File: config.mk
export PLATFORM = sky130hd
export DESIGN_NAME = computer_move_generator
export DESIGN_NICKNAME = d
export VERILOG_FILES = /design/src/rtl/computer_move_generator.sv
export SDC_FILE = /design/constraint.sdc
export NUM_CORES = 1
export LEC_CHECK = 0
export ABC_AREA = 0
export CORE_MARGIN = 3
export CORE_UTILIZATION = 40
export DETAILED_ROUTE_END_ITERATION = 16
export GPL_ROUTABILITY_DRIVEN = 0
export PLACE_DENSITY_LB_ADDON = 0.25
export SYNTH_ARGS = -nofsm -noshare
export SYNTH_HDL_FRONTEND = slang
export SYNTH_SLANG_ARGS = --single-unit
export TNS_END_PERCENT = 100
File: constraint.sdc
create_clock -name clock -period 3.65 [get_ports clock]
set_input_delay 0.5475 -clock clock [delete_from_list [all_inputs] [get_ports clock]]
set_output_delay 0.5475 -clock clock [all_outputs]
set_load 0.1 [all_outputs]
File: src/rtl/computer_move_generator.sv
// Computer opponent for the tic-tac-toe core: snapshots the board on request,
// scans for a win, then a block, then a positional pick, and strobes the chosen cell.
//
// state        | meaning
// -------------+-----------------------------------------------------------
// S_IDLE       | waiting for move_req; captures the board snapshot
// S_SCAN_WIN   | evaluating line line_idx for a computer (10) completion
// S_SCAN_BLOCK | evaluating line line_idx for a player (01) completion
// S_PICK       | first empty cell in order 4,0,2,6,8,1,3,5,7
// S_ISSUE      | pc high, computer_position valid
// S_WAIT_REL   | move done; waiting for move_req to drop
module computer_move_generator (
    input  logic       clock,
    input  logic       reset,
    input  logic       move_req,
    input  logic [1:0] pos1,
    input  logic [1:0] pos2,
    input  logic [1:0] pos3,
    input  logic [1:0] pos4,
    input  logic [1:0] pos5,
    input  logic [1:0] pos6,
    input  logic [1:0] pos7,
    input  logic [1:0] pos8,
    input  logic [1:0] pos9,
    output logic [3:0] computer_position,
    output logic       pc,
    output logic       busy,
    output logic       no_move
);

    localparam logic [2:0] S_IDLE       = 3'd0;
    localparam logic [2:0] S_SCAN_WIN   = 3'd1;
    localparam logic [2:0] S_SCAN_BLOCK = 3'd2;
    localparam logic [2:0] S_PICK       = 3'd3;
    localparam logic [2:0] S_ISSUE      = 3'd4;
    localparam logic [2:0] S_WAIT_REL   = 3'd5;

    localparam logic [1:0] CELL_EMPTY    = 2'b00;
    localparam logic [1:0] CELL_PLAYER   = 2'b01;
    localparam logic [1:0] CELL_COMPUTER = 2'b10;

    logic [2:0]  state;
    logic [2:0]  line_idx;
    logic [17:0] snap;

    logic [3:0]  c0, c1, c2;
    logic [1:0]  va, vb, vc;
    logic [1:0]  side;
    logic        line_hit;
    logic [3:0]  line_target;
    logic        pick_found;
    logic [3:0]  pick_target;

    function automatic logic [1:0] cell_at(input logic [17:0] b, input logic [3:0] idx);
        logic [1:0] v;
        case (idx)
            4'd0:    v = b[1:0];
            4'd1:    v = b[3:2];
            4'd2:    v = b[5:4];
            4'd3:    v = b[7:6];
            4'd4:    v = b[9:8];
            4'd5:    v = b[11:10];
            4'd6:    v = b[13:12];
            4'd7:    v = b[15:14];
            4'd8:    v = b[17:16];
            default: v = 2'b11;
        endcase
        return v;
    endfunction

    always_comb begin
        c0 = 4'd0;
        c1 = 4'd1;
        c2 = 4'd2;
        case (line_idx)
            3'd0: begin c0 = 4'd0; c1 = 4'd1; c2 = 4'd2; end
            3'd1: begin c0 = 4'd3; c1 = 4'd4; c2 = 4'd5; end
            3'd2: begin c0 = 4'd6; c1 = 4'd7; c2 = 4'd8; end
            3'd3: begin c0 = 4'd0; c1 = 4'd3; c2 = 4'd6; end
            3'd4: begin c0 = 4'd1; c1 = 4'd4; c2 = 4'd7; end
            3'd5: begin c0 = 4'd2; c1 = 4'd5; c2 = 4'd8; end
            3'd6: begin c0 = 4'd0; c1 = 4'd4; c2 = 4'd8; end
            default: begin c0 = 4'd2; c1 = 4'd4; c2 = 4'd6; end
        endcase
    end

    // 11 never equals either side and is never empty, so it always breaks a line
    always_comb begin
        side        = (state == S_SCAN_WIN) ? CELL_COMPUTER : CELL_PLAYER;
        va          = cell_at(snap, c0);
        vb          = cell_at(snap, c1);
        vc          = cell_at(snap, c2);
        line_hit    = 1'b0;
        line_target = 4'd0;
        if (va == side && vb == side && vc == CELL_EMPTY) begin
            line_hit    = 1'b1;
            line_target = c2;
        end else if (va == side && vc == side && vb == CELL_EMPTY) begin
            line_hit    = 1'b1;
            line_target = c1;
        end else if (vb == side && vc == side && va == CELL_EMPTY) begin
            line_hit    = 1'b1;
            line_target = c0;
        end
    end

    // Evaluated lowest priority first so the highest-priority empty cell wins
    always_comb begin
        pick_found  = 1'b0;
        pick_target = 4'd0;
        if (cell_at(snap, 4'd7) == CELL_EMPTY) begin pick_found = 1'b1; pick_target = 4'd7; end
        if (cell_at(snap, 4'd5) == CELL_EMPTY) begin pick_found = 1'b1; pick_target = 4'd5; end
        if (cell_at(snap, 4'd3) == CELL_EMPTY) begin pick_found = 1'b1; pick_target = 4'd3; end
        if (cell_at(snap, 4'd1) == CELL_EMPTY) begin pick_found = 1'b1; pick_target = 4'd1; end
        if (cell_at(snap, 4'd8) == CELL_EMPTY) begin pick_found = 1'b1; pick_target = 4'd8; end
        if (cell_at(snap, 4'd6) == CELL_EMPTY) begin pick_found = 1'b1; pick_target = 4'd6; end
        if (cell_at(snap, 4'd2) == CELL_EMPTY) begin pick_found = 1'b1; pick_target = 4'd2; end
        if (cell_at(snap, 4'd0) == CELL_EMPTY) begin pick_found = 1'b1; pick_target = 4'd0; end
        if (cell_at(snap, 4'd4) == CELL_EMPTY) begin pick_found = 1'b1; pick_target = 4'd4; end
    end

    assign busy = (state == S_SCAN_WIN) || (state == S_SCAN_BLOCK) ||
                  (state == S_PICK)     || (state == S_ISSUE);

    always_ff @(posedge clock or posedge reset) begin
        if (reset) begin
            state             <= S_IDLE;
            line_idx          <= 3'd0;
            snap              <= 18'd0;
            computer_position <= 4'd0;
            pc                <= 1'b0;
            no_move           <= 1'b0;
        end else begin
            pc      <= 1'b0;
            no_move <= 1'b0;
            case (state)
                S_IDLE: begin
                    if (move_req) begin
                        snap     <= {pos9, pos8, pos7, pos6, pos5, pos4, pos3, pos2, pos1};
                        line_idx <= 3'd0;
                        state    <= S_SCAN_WIN;
                    end
                end
                S_SCAN_WIN, S_SCAN_BLOCK: begin
                    if (!move_req) begin
                        state <= S_IDLE;
                    end else if (line_hit) begin
                        computer_position <= line_target;
                        pc                <= 1'b1;
                        state             <= S_ISSUE;
                    end else if (line_idx == 3'd7) begin
                        line_idx <= 3'd0;
                        state    <= (state == S_SCAN_WIN) ? S_SCAN_BLOCK : S_PICK;
                    end else begin
                        line_idx <= line_idx + 3'd1;
                    end
                end
                S_PICK: begin
                    if (!move_req) begin
                        state <= S_IDLE;
                    end else if (pick_found) begin
                        computer_position <= pick_target;
                        pc                <= 1'b1;
                        state             <= S_ISSUE;
                    end else begin
                        no_move <= 1'b1;
                        state   <= S_WAIT_REL;
                    end
                end
                S_ISSUE: begin
                    state <= S_WAIT_REL;
                end
                S_WAIT_REL: begin
                    if (!move_req) state <= S_IDLE;
                end
                default: begin
                    state <= S_IDLE;
                end
            endcase
        end
    end

endmodule

==> key figures, run 1 <==
Global route
  • Total gr overflow: 0
  • Vias in the first global route: 2014
  • Largest net degree at the start of global routing: 22
  • Tot GR Track Use: 17.2%
  • Global-route wire length before repair: 9.83 mm
  • Initial antenna violation count: 0

Setup path
  • RR Endpoint: state[0]$_DFFE_PP0P_
  • Setup crit end kind: flip-flop
  • Biggest fanout along the worst timing path: 10
  • Worst setup SP type: flip-flop
  • Crit path from: line_idx[0]$_DFFE_PP0P_
  • CP Class: flip-flop to flip-flop
  • Worst R2R Start: line_idx[0]$_DFFE_PP0P_
  • CP Data Required Time: roughly 3.8 ns
  • Internal reg-to-reg setup slack: 0.19 ns
  • Crit path DAT: 3.63 ns
  • R2R depth: 11

Logic synthesis
  • Mapped Area: 2380 µm²
  • Register area share after synthesis: 31.5%
  • Asr flop ratio synth: 100%
  • Synth warn: 0
  • Distinct cells, synth: 74
  • Register bit total from synthesis: 30
  • Synth Area per Inst: 9.60 µm²
  • Post-synth EDFFs: 0
  • Ys flop type: dfrtp_1
  • Cells after Synth: 248
  • Post-Syn Nets: 275

STA
  • Worst rel slew slack: 34.2%
  • Final Hold Viols: 0
  • Max Slew Vio Count: 0
  • Hold WS: ~0.51 ns
  • Setup violators final: 0
  • Setup WS post-layout: roughly 0.19 ns
  • Worst Tran Pin Value: ~0.98 ns
  • Layout Skew: 0.0113 ns
  • Setup_tns: 0 ns
  • RSZ-0062 raised after global routing: yes
  • Fmax: between 200 and 300 MHz
  • Final Cycle Share: 94.8%
  • Tmin final: 3.46 ns

Floorplan
  • Die area: 6910 µm²
  • Die height: 83.2 µm
  • Die width: 83.2 µm
  • FP Rows: 27
  • Core footprint: 5640 µm²
  • Io pins: 28
  • Starting density of the core: 42.2%

Clocking
  • Clk root buf: clkbuf_8
  • Hold_buf cts: 0
  • Num CTS Buffers: 5
  • Sink Count: 30
  • H-tree depth: 2
  • Clock slew at reported path FFs: 0.06 ns
  • Worst-Skew Late Latency: just under 0.3 ns
  • Max Root-Sink Buffers: 2
  • CTS tree: built

Min path
  • Hold Crit Class: flip-flop to flip-flop
  • Hold Path Stages: 1
  • Hold Startpoint: computer_position[3]$_DFFE_PP0P_
  • WHS Endpoint: computer_position[3]$_DFFE_PP0P_

Final layout
  • Nets: 300
  • Area Overhead vs Synth: 16.4%
  • Fraction of layout cells with a size suffix above 1: about a quarter
  • ANT cells: 0

Detailed routing
  • Drt via density: around 6.0
  • Routed Antenna Nets: 0
  • Via Count: 2077
  • Drt pass-1 iters: 4
  • Drt wl/cell: 17.1 µm
  • DRC: 0
  • DRT Wirelength: 5.91 mm
  • DR iter-0 viols: between 200 and 250

Power
  • Leakage: 1.10 nW
  • Pwr dens: 1070 nW/µm²
  • Worst vdd ir: about 0.54 mV

Place
  • Port bufs: 27
  • DP HPWL: roughly 4.5 mm
  • Worst slack at placement: 0.141 ns

Flow run
  • Max-cap violation count: 0

Status
  • Status: finished clean
==> power by group <==
group          internal (mW)  switching [mW]  leakage [nW]  total [mW]
sequential             0.482           0.218         0.368       0.700
combinational          0.823            1.17         0.682        1.99
clock                  0.151           0.135        0.0472       0.286
==> worst max-delay path by stage <==
stage / to / slack (ns) / cells after the start
global placement: state[0]$_DFFE_PP0P_ / 0.15 / 10
detailed placement: state[0]$_DFFE_PP0P_ / 0.14 / 10
CTS: state[0]$_DFFE_PP0P_ / 0.12 / 10
floorplan: state[0]$_DFFE_PP0P_ / 0.50 / 12
finish: state[0]$_DFFE_PP0P_ / 0.19 / 11
global route: state[0]$_DFFE_PP0P_ / -0.04 / 11
==> registers in the layout, summed over array words and instances (netlist names) <==
| name | count |
|---|---|
| line_idx | 3 |
| state | 3 |
| no_move | 1 |
| computer_position | 4 |
| snap | 18 |
| pc | 1 |
==> layout by cell type, fill, tap and decap left out, types with 7 or more instances in the layout <==
master / instances
a211oi_1: 7
a21oi_1: 9
clkdlybuf4s50_1: 26
dfrtp_1: 30
inv_1: 11
mux2_2: 20
nand2_1: 11
nor2_1: 28
nor3_1: 7
o21ai_0: 7
o22ai_1: 7
==> through the flow <==
stage	cells	utilization [%]	instance area [µm²]	power (mW)
global route	346	49.1	2770	3.18
CTS	346	49.0	2760	2.95
floorplan	248	-	2380	2.26
global placement	338	47.3	2670	2.64
finish	346	49.1	2770	2.98
detailed placement	338	47.3	2670	2.65
==> cells in the mapped netlist (all sizes together), types with 2 or more instances <==
cell,instances,area share (%)
or3,4,1.3
nor4bb,2,0.84
dfrtp,30,32
nand3,5,1.3
a21boi,2,0.63
nand3b,3,0.95
nor2,28,4.4
o32ai,2,0.74
and2,2,0.58
o22ai,7,1.8
a211oi,7,2.2
inv,12,1.9
o22a,2,0.79
clkbuf,7,2.4
a2111oi,3,1.4
nand2,11,1.7
ha,6,3.2
mux2i,6,2.5
mux2,24,12
buf,7,2.4
a21oi,11,2.6
nand2b,5,1.3
o21ai,9,2.4
a2bb2oi,2,0.74
o311ai,2,1.1
and4bb,3,1.6
nand4,2,0.53
o221ai,2,0.74
nor3,8,1.7
o211ai,6,2.5
or2b,2,0.74
==> cell families (layout without fill, tap and decap cells) <==
family | after synthesis | in the layout | synth area share, %
multiplexers | 30 | 30 | 14.3
flip-flops | 30 | 30 | 31.5
buffers and inverters | 26 | 52 | 6.62
AO/OA/AOI/OAI | 73 | 73 | 24.5
XOR/XNOR | 1 | 1 | 0.368
AND/OR/NAND/NOR | 82 | 82 | 19.4
adder cells (fa/ha/maj) | 6 | 6 | 3.15
==> per-layer routing <==
| metal | GRT usage [%] | up-vias | share of wire, % |
|---|---|---|---|
| met4 | 3.86 | 0 | 1.0 |
| li1 | - | 991 | - |
| met3 | 2.98 | 6 | 5.7 |
| met1 | 24.5 | 1012 | 47 |
| met5 | 0 | - | 0 |
| met2 | 27.2 | 68 | 46 |
==> layout make-up <==
cell class	instances	area (µm²)
clock buffer	6	82.6
sequential	30	751
fill	522	2870
inverter	12	45.0
tap	72	90.1
timing repair buffer	32	305
multi-input combinational	192	1490
clock inverter	2	12.5
==> what timing repair did <==
action | CTS | global route
endpoints found under the setup margin | 0 | 5
resized for setup | 0 | 3
buffers inserted | 0 | 0
==> worst max-delay path: stages, from the launching register on <==
cell	delay [ns]
dfrtp_1	0.40
inv_1	0.09
ha_1	0.35
or3_4	0.45
mux2_4	0.28
a21o_1	0.19
nor4bb_1	0.17
and4_4	0.19
a41oi_2	0.34
nand3_2	0.24
o311ai_2	0.31
mux2_1	0.34
Note: power is estimated with default switching activity, not from simulation.
==> run 2, diff against run 1 <==
==> constraint.sdc (replaced) <==
create_clock -name clock -period 4 [get_ports clock]
set_input_delay 0.6 -clock clock [delete_from_list [all_inputs] [get_ports clock]]
set_output_delay 0.6 -clock clock [all_outputs]
set_load 0.1 [all_outputs]
==> run 2 against run 1 <==
  * Global-route usage grew 0.95 points
  * Critical path depth shrank 1
  * Non-clock buffer count fell by 1
  * Largest cell class unchanged
  * First-iteration DRC count down 17%
  * Sequential share of layout area rose by 0.14 points
  * Hold slack better by 0.018 ns
  * Clock skew is 0.0065 ns lower
==> key figures, run 2 (synthesis results as in run 1) <==
Clocking
  • Hold_buf cts: 0 (unchanged)
  • Clock slew at reported path FFs: 0.06 ns (about the same)
  • Sink Count: 30 (unchanged)
  • CTS tree: built
  • Num CTS Buffers: 5 (unchanged)
  • H-tree depth: 2 (unchanged)
  • Worst-Skew Late Latency: 0.29 ns (about the same)
  • Max Root-Sink Buffers: 2 (unchanged)
  • Post-CTS setup buffers: 0 (unchanged)
  • Clk root buf: clkbuf_8
  • Post-CTS resize count: 0 (unchanged)

Floorplan
  • Starting density of the core: 42.2% (unchanged)
  • Die height: 83.2 µm (unchanged)
  • Io pins: 28 (unchanged)
  • Core footprint: 5640 µm² (unchanged)
  • Die area: 6910 µm² (unchanged)
  • Die width: 83.2 µm (unchanged)
  • FP Rows: 27 (unchanged)

Setup path
  • CP top delay family: simple AND/OR/NAND/NOR gates
  • Cell mode on critical path: ha_1
  • CP Class: flip-flop to flip-flop
  • Setup crit end kind: flip-flop
  • Slowest cell on the critical path: nor4bb_1
  • Internal reg-to-reg setup slack: 0.43 ns (+0.24 ns)
  • CP Data Required Time: 4.17 ns (+0.36 ns)
  • Biggest fanout along the worst timing path: 10 (unchanged)
  • R2R depth: 10 (-1)
  • CP cell instances: ha_1, ha_1, mux2_2, a211oi_1, nor4bb_1, and4_4, a41oi_2, o2111ai_1, and2_1, mux2_4
  • RR Endpoint: computer_position[3]$_DFFE_PP0P_
  • Buf+Inv Stages, Crit Path: 0 (-1)
  • Crit path DAT: 3.74 ns (+0.11 ns)
  • Worst R2R Start: line_idx[0]$_DFFE_PP0P_
  • Crit path depth: 10 (-1)
  • Worst setup SP type: flip-flop
  • Critical path's largest stage delay: 0.50 ns (+0.05 ns)

STA
  • Final Cycle Share: 89.2% (-5.7 points)
  • Tmin final: 3.57 ns (+0.106 ns)
  • Setup_tns: 0 ns (unchanged)
  • Hold WS: 0.532 ns (+0.0180 ns)
  • Max Slew Vio Count: 0 (unchanged)
  • Layout Skew: 0.00482 ns (-0.00647 ns)
  • Setup violators final: 0 (unchanged)
  • RSZ-0062 raised after global routing: no
  • Worst rel slew slack: 34.6% (+0.47 points)
  • Worst Tran Pin Value: 0.978 ns (-0.00702 ns)
  • Fmax: 280 MHz (-3.0%)
  • Final Hold Viols: 0 (unchanged)

Min path
  • Hold Crit Class: flip-flop to flip-flop
  • WHS Endpoint: computer_position[1]$_DFFE_PP0P_
  • Hold Startpoint: computer_position[1]$_DFFE_PP0P_
  • Hold Path Stages: 1 (unchanged)

Detailed routing
  • Drt via density: 6.17 (+2.8%)
  • Drt wl/cell: 17.4 µm (+2.0%)
  • Drt pass-1 iters: 4 (unchanged)
  • DRC: 0 (unchanged)
  • DR iter-0 viols: 190 (-17%)
  • Via Count: 2130 (+2.6%)
  • DRT Wirelength: 6.01 mm (+1.7%)
  • Routed Antenna Nets: 0 (unchanged)

Final layout
  • Most frequent cells in the layout: 30 x dfrtp_1, 28 x nor2_1, 27 x clkdlybuf4s50_1
  • Area Overhead vs Synth: 15.9%
  • Fraction of layout cells with a size suffix above 1: 23.1% (-1.7 points)
  • Registers with the most flip-flops: snap (18), computer_position (4)
  • Largest register FFs: 18 (unchanged)
  • Nets: 299 (-0.33%)
  • Reg with most FFs: snap
  • ANT cells: 0 (unchanged)
  • Commonest non-fill, non-tap cell in the layout: dfrtp_1

Flow run
  • Max-cap violation count: 0 (unchanged)

Global route
  • Global-route wire length before repair: 10.4 mm (+5.4%)
  • Total gr overflow: 0 (unchanged)
  • Largest net degree at the start of global routing: 21 (-4.5%)
  • Tot GR Track Use: 18.1% (+0.95 points)
  • Vias in the first global route: 2099 (+4.2%)
  • Initial antenna violation count: 0 (unchanged)

Place
  • DP HPWL: 4.54 mm (+0.89%)
  • Port bufs: 27 (unchanged)

Status
  • Status: finished clean
-- run 2: changes by cell type in the layout (fill, tap and decap cells not counted) --
| cell | previous run | this run |
|---|---|---|
| mux2i_2 | 1 | 0 |
| ha_1 | 4 | 6 |
| buf_4 | 6 | 4 |
| mux2i_1 | 5 | 6 |
| ha_2 | 2 | 0 |
| clkdlybuf4s50_1 | 26 | 27 |
-- run 2: layout make-up --
type                       count  area, µm²
tap                           72       90.1
sequential                    30        751
multi-input combinational    192       1480
timing repair buffer          31        300
fill                         521       2880
inverter                      12       45.0
clock inverter                 2       12.5
clock buffer                   6       82.6
-- run 2: worst reg2reg max path, cell delays in order (launching register included) --
cell	delay (ns)
dfrtp_1	0.41
ha_1	0.19
ha_1	0.38
mux2_2	0.39
a211oi_1	0.36
nor4bb_1	0.50
and4_4	0.31
a41oi_2	0.08
o2111ai_1	0.17
and2_1	0.33
mux2_4	0.33
-- run 2: worst max path at each step --
| stage | to | start |
|---|---|---|
| after floorplan | state[0]$_DFFE_PP0P_ | line_idx[2]$_DFFE_PP0P_ |
| after global placement | computer_position[1]$_DFFE_PP0P_ | line_idx[0]$_DFFE_PP0P_ |
| after detailed placement | computer_position[1]$_DFFE_PP0P_ | line_idx[0]$_DFFE_PP0P_ |
| after CTS | computer_position[3]$_DFFE_PP0P_ | line_idx[0]$_DFFE_PP0P_ |
| after global routing | computer_position[3]$_DFFE_PP0P_ | line_idx[0]$_DFFE_PP0P_ |
| final | computer_position[3]$_DFFE_PP0P_ | line_idx[0]$_DFFE_PP0P_ |
-- run 2: layer usage --
layer | global-route usage [%] | routed length, µm | part of all wire (%)
met1 | 24.9 | 2670 | 44
met2 | 28.1 | 2750 | 46
met3 | 3.67 | 435 | 7.2
met4 | 6.84 | 155 | 2.6
met5 | 0 | 0 | 0
-- run 2: per-stage QoR --
step	instances	instance area [µm²]	util, %	setup slack [ns]
floorplan	248	2380	-	0.848
global placement	337	2660	47.2	0.511
detailed placement	337	2660	47.2	0.469
CTS	345	2760	48.9	0.448
global route	345	2760	48.9	0.133
finish	345	2760	48.9	0.433
Power of run 2 is left out: the tool's default activity adds up to more than one toggle a clock period on the data nets, which glitch-free logic cannot reach.
==> run 3, diff against run 2 <==
--- a/config.mk
+++ b/config.mk
@@ -6,6 +6,8 @@
 export NUM_CORES = 1
 export LEC_CHECK = 0
 export ABC_AREA = 0
+export ABC_CLOCK_PERIOD_IN_PS = 4000
+export CORE_ASPECT_RATIO = 0.9
 export CORE_MARGIN = 3
 export CORE_UTILIZATION = 40
 export DETAILED_ROUTE_END_ITERATION = 16
==> run 3 against run 2 <==
  * Core utilization is 0.85 points lower
  * Final cell count is 0.58% lower
  * Largest cell class unchanged
  * First-iteration DRC count is 16% higher
  * Setup slack worse by 0.054 ns
  * Critical endpoint is now computer_position[1]$_DFFE_PP0P_
  * Global-route usage is 0.21 points higher
  * Non-clock buffer count stayed put
  * Sequential share of layout area is 0.074 points higher
  * Flip-flop and latch count stayed put
  * Final area is 0.27% lower
  * Die area hardly changed
==> key figures, run 3 (synthesis results as in run 1) <==
Detailed routing
  • DRC: 0 (unchanged)
  • Via Count: 2030 (-4.7%)
  • Drt via density: 5.92 (-4.1%)
  • Drt wl/cell: 17.3 µm (-0.82%)
  • Drt pass-1 iters: 4 (unchanged)
  • DRT Wirelength: 5.93 mm (-1.4%)
  • Routed Antenna Nets: 0 (unchanged)
  • DR iter-0 viols: 220 (+16%)

Clocking
  • Clock slew at reported path FFs: 0.07 ns (about the same)
  • Worst-Skew Late Latency: 0.29 ns (about the same)
  • CTS tree: built
  • Hold_buf cts: 0 (unchanged)
  • Num CTS Buffers: 5 (unchanged)
  • Post-CTS resize count: 0 (unchanged)
  • H-tree depth: 2 (unchanged)
  • Sink Count: 30 (unchanged)
  • Post-CTS setup buffers: 0 (unchanged)
  • Max Root-Sink Buffers: 2 (unchanged)
  • Clk root buf: clkbuf_8

Final layout
  • Registers with the most flip-flops: snap (18), computer_position (4)
  • Reg with most FFs: snap
  • Nets: 299 (unchanged)
  • ANT cells: 0 (unchanged)
  • Area Overhead vs Synth: 15.6%
  • Fraction of layout cells with a size suffix above 1: 23.1% (unchanged)
  • Commonest non-fill, non-tap cell in the layout: dfrtp_1
  • Most frequent cells in the layout: 30 x dfrtp_1, 28 x nor2_1, 27 x clkdlybuf4s50_1
  • Largest register FFs: 18 (unchanged)

STA
  • Setup_tns: 0 ns (unchanged)
  • Max Slew Vio Count: 0 (unchanged)
  • Final Hold Viols: 0 (unchanged)
  • Final Cycle Share: 90.5% (+1.3 points)
  • Worst Tran Pin Value: 0.971 ns (-0.00696 ns)
  • Layout Skew: 0.00380 ns (-0.00102 ns)
  • Setup violators final: 0 (unchanged)
  • Fmax: 276 MHz (-1.5%)
  • RSZ-0062 raised after global routing: no
  • Worst rel slew slack: 35.1% (+0.47 points)
  • Tmin final: 3.62 ns (+0.0538 ns)

Setup path
  • Crit path DAT: 3.80 ns (+0.06 ns)
  • Biggest fanout along the worst timing path: 10 (unchanged)
  • CP Class: flip-flop to flip-flop
  • Worst setup SP type: flip-flop
  • Setup crit end kind: flip-flop
  • CP Data Required Time: 4.18 ns (about the same)

Floorplan
  • Die area: 6920 µm² (about the same)
  • Starting density of the core: 41.6% (-0.62 points)
  • Io pins: 28 (unchanged)
  • Die width: 87.3 µm (+5.0%)
  • Die height: 79.2 µm (-4.8%)
  • FP Rows: 26 (-3.7%)
  • Core footprint: 5730 µm² (+1.5%)

Place
  • Port bufs: 27 (unchanged)
  • DP HPWL: 4.49 mm (-1.0%)

Min path
  • Hold Crit Class: flip-flop to flip-flop

Global route
  • Vias in the first global route: 1956 (-6.8%)
  • Global-route wire length before repair: 10.0 mm (-3.5%)
  • Tot GR Track Use: 18.3% (+0.21 points)
  • Largest net degree at the start of global routing: 23 (+9.5%)
  • Total gr overflow: 0 (unchanged)
  • Initial antenna violation count: 0 (unchanged)

Flow run
  • Max-cap violation count: 0 (unchanged)

Status
  • Status: finished clean
==> run 3: cell types whose count changed in the layout (fill, tap and decap cells not counted) <==
cell,before,now
clkbuf_8,6,5
clkinv_4,0,1
==> run 3: area by class of cell <==
cell class,instances,area [µm²]
Clock buffer,5,68.8
Clock inverter,3,21.3
Fill cell,556,2970
Inverter,12,45.0
Multi-Input combinational cell,192,1480
Sequential cell,30,751
Tap cell,70,87.6
Timing Repair Buffer,31,300
==> run 3: final timing paths <==
check,start,to,slack (ns),cells past startpoint
worst min register to register,computer_position[1]$_DFFE_PP0P_,computer_position[1]$_DFFE_PP0P_,0.52,1
worst max-delay path,line_idx[0]$_DFFE_PP0P_,computer_position[1]$_DFFE_PP0P_,0.38,10
worst min-delay path,computer_position[1]$_DFFE_PP0P_,computer_position[1]$_DFFE_PP0P_,0.52,1
max in group asynchronous,reset,snap[6]$_DFFE_PP0P_,2.81,3
worst max register to register,line_idx[0]$_DFFE_PP0P_,computer_position[1]$_DFFE_PP0P_,0.38,10
min in group asynchronous,reset,state[2]$_DFFE_PP0P_,0.57,2
==> run 3: critical path, stage by stage (launching register included) <==
cell and delay, ns:
dfrtp_1 0.42, ha_1 0.19, ha_1 0.38, mux2_2 0.39, a211oi_1 0.38, nor4bb_1 0.52, and4_4 0.32, a41oi_2 0.08
o2111ai_1 0.18, and2_1 0.31, mux2_4 0.33
==> run 3: stage by stage <==
step | area [µm²] | setup WS, ns | util (%) | hold slack [ns] | cells
finish | 2750 | 0.379 | 48.1 | 0.515 | 343
global route | 2750 | 0.159 | 48.1 | 0.532 | 343
detailed placement | 2660 | 0.453 | 46.5 | 0.500 | 335
global placement | 2660 | 0.551 | 46.5 | 0.501 | 335
floorplan | 2380 | 0.848 | - | 0.512 | 248
CTS | 2750 | 0.414 | 48.1 | 0.520 | 343
==> run 3: metal layers <==
layer  vias up  share of wire (%)  track usage (%)  wire (µm)
li1        988                  -                -          -
met1       967                 48             28.0       2830
met5         -                  0                0          0
met2        68                 44             25.8       2620
met3         7                6.7             3.73        398
met4         0                1.2             5.06         70
Power of run 3 is left out for the same reason.
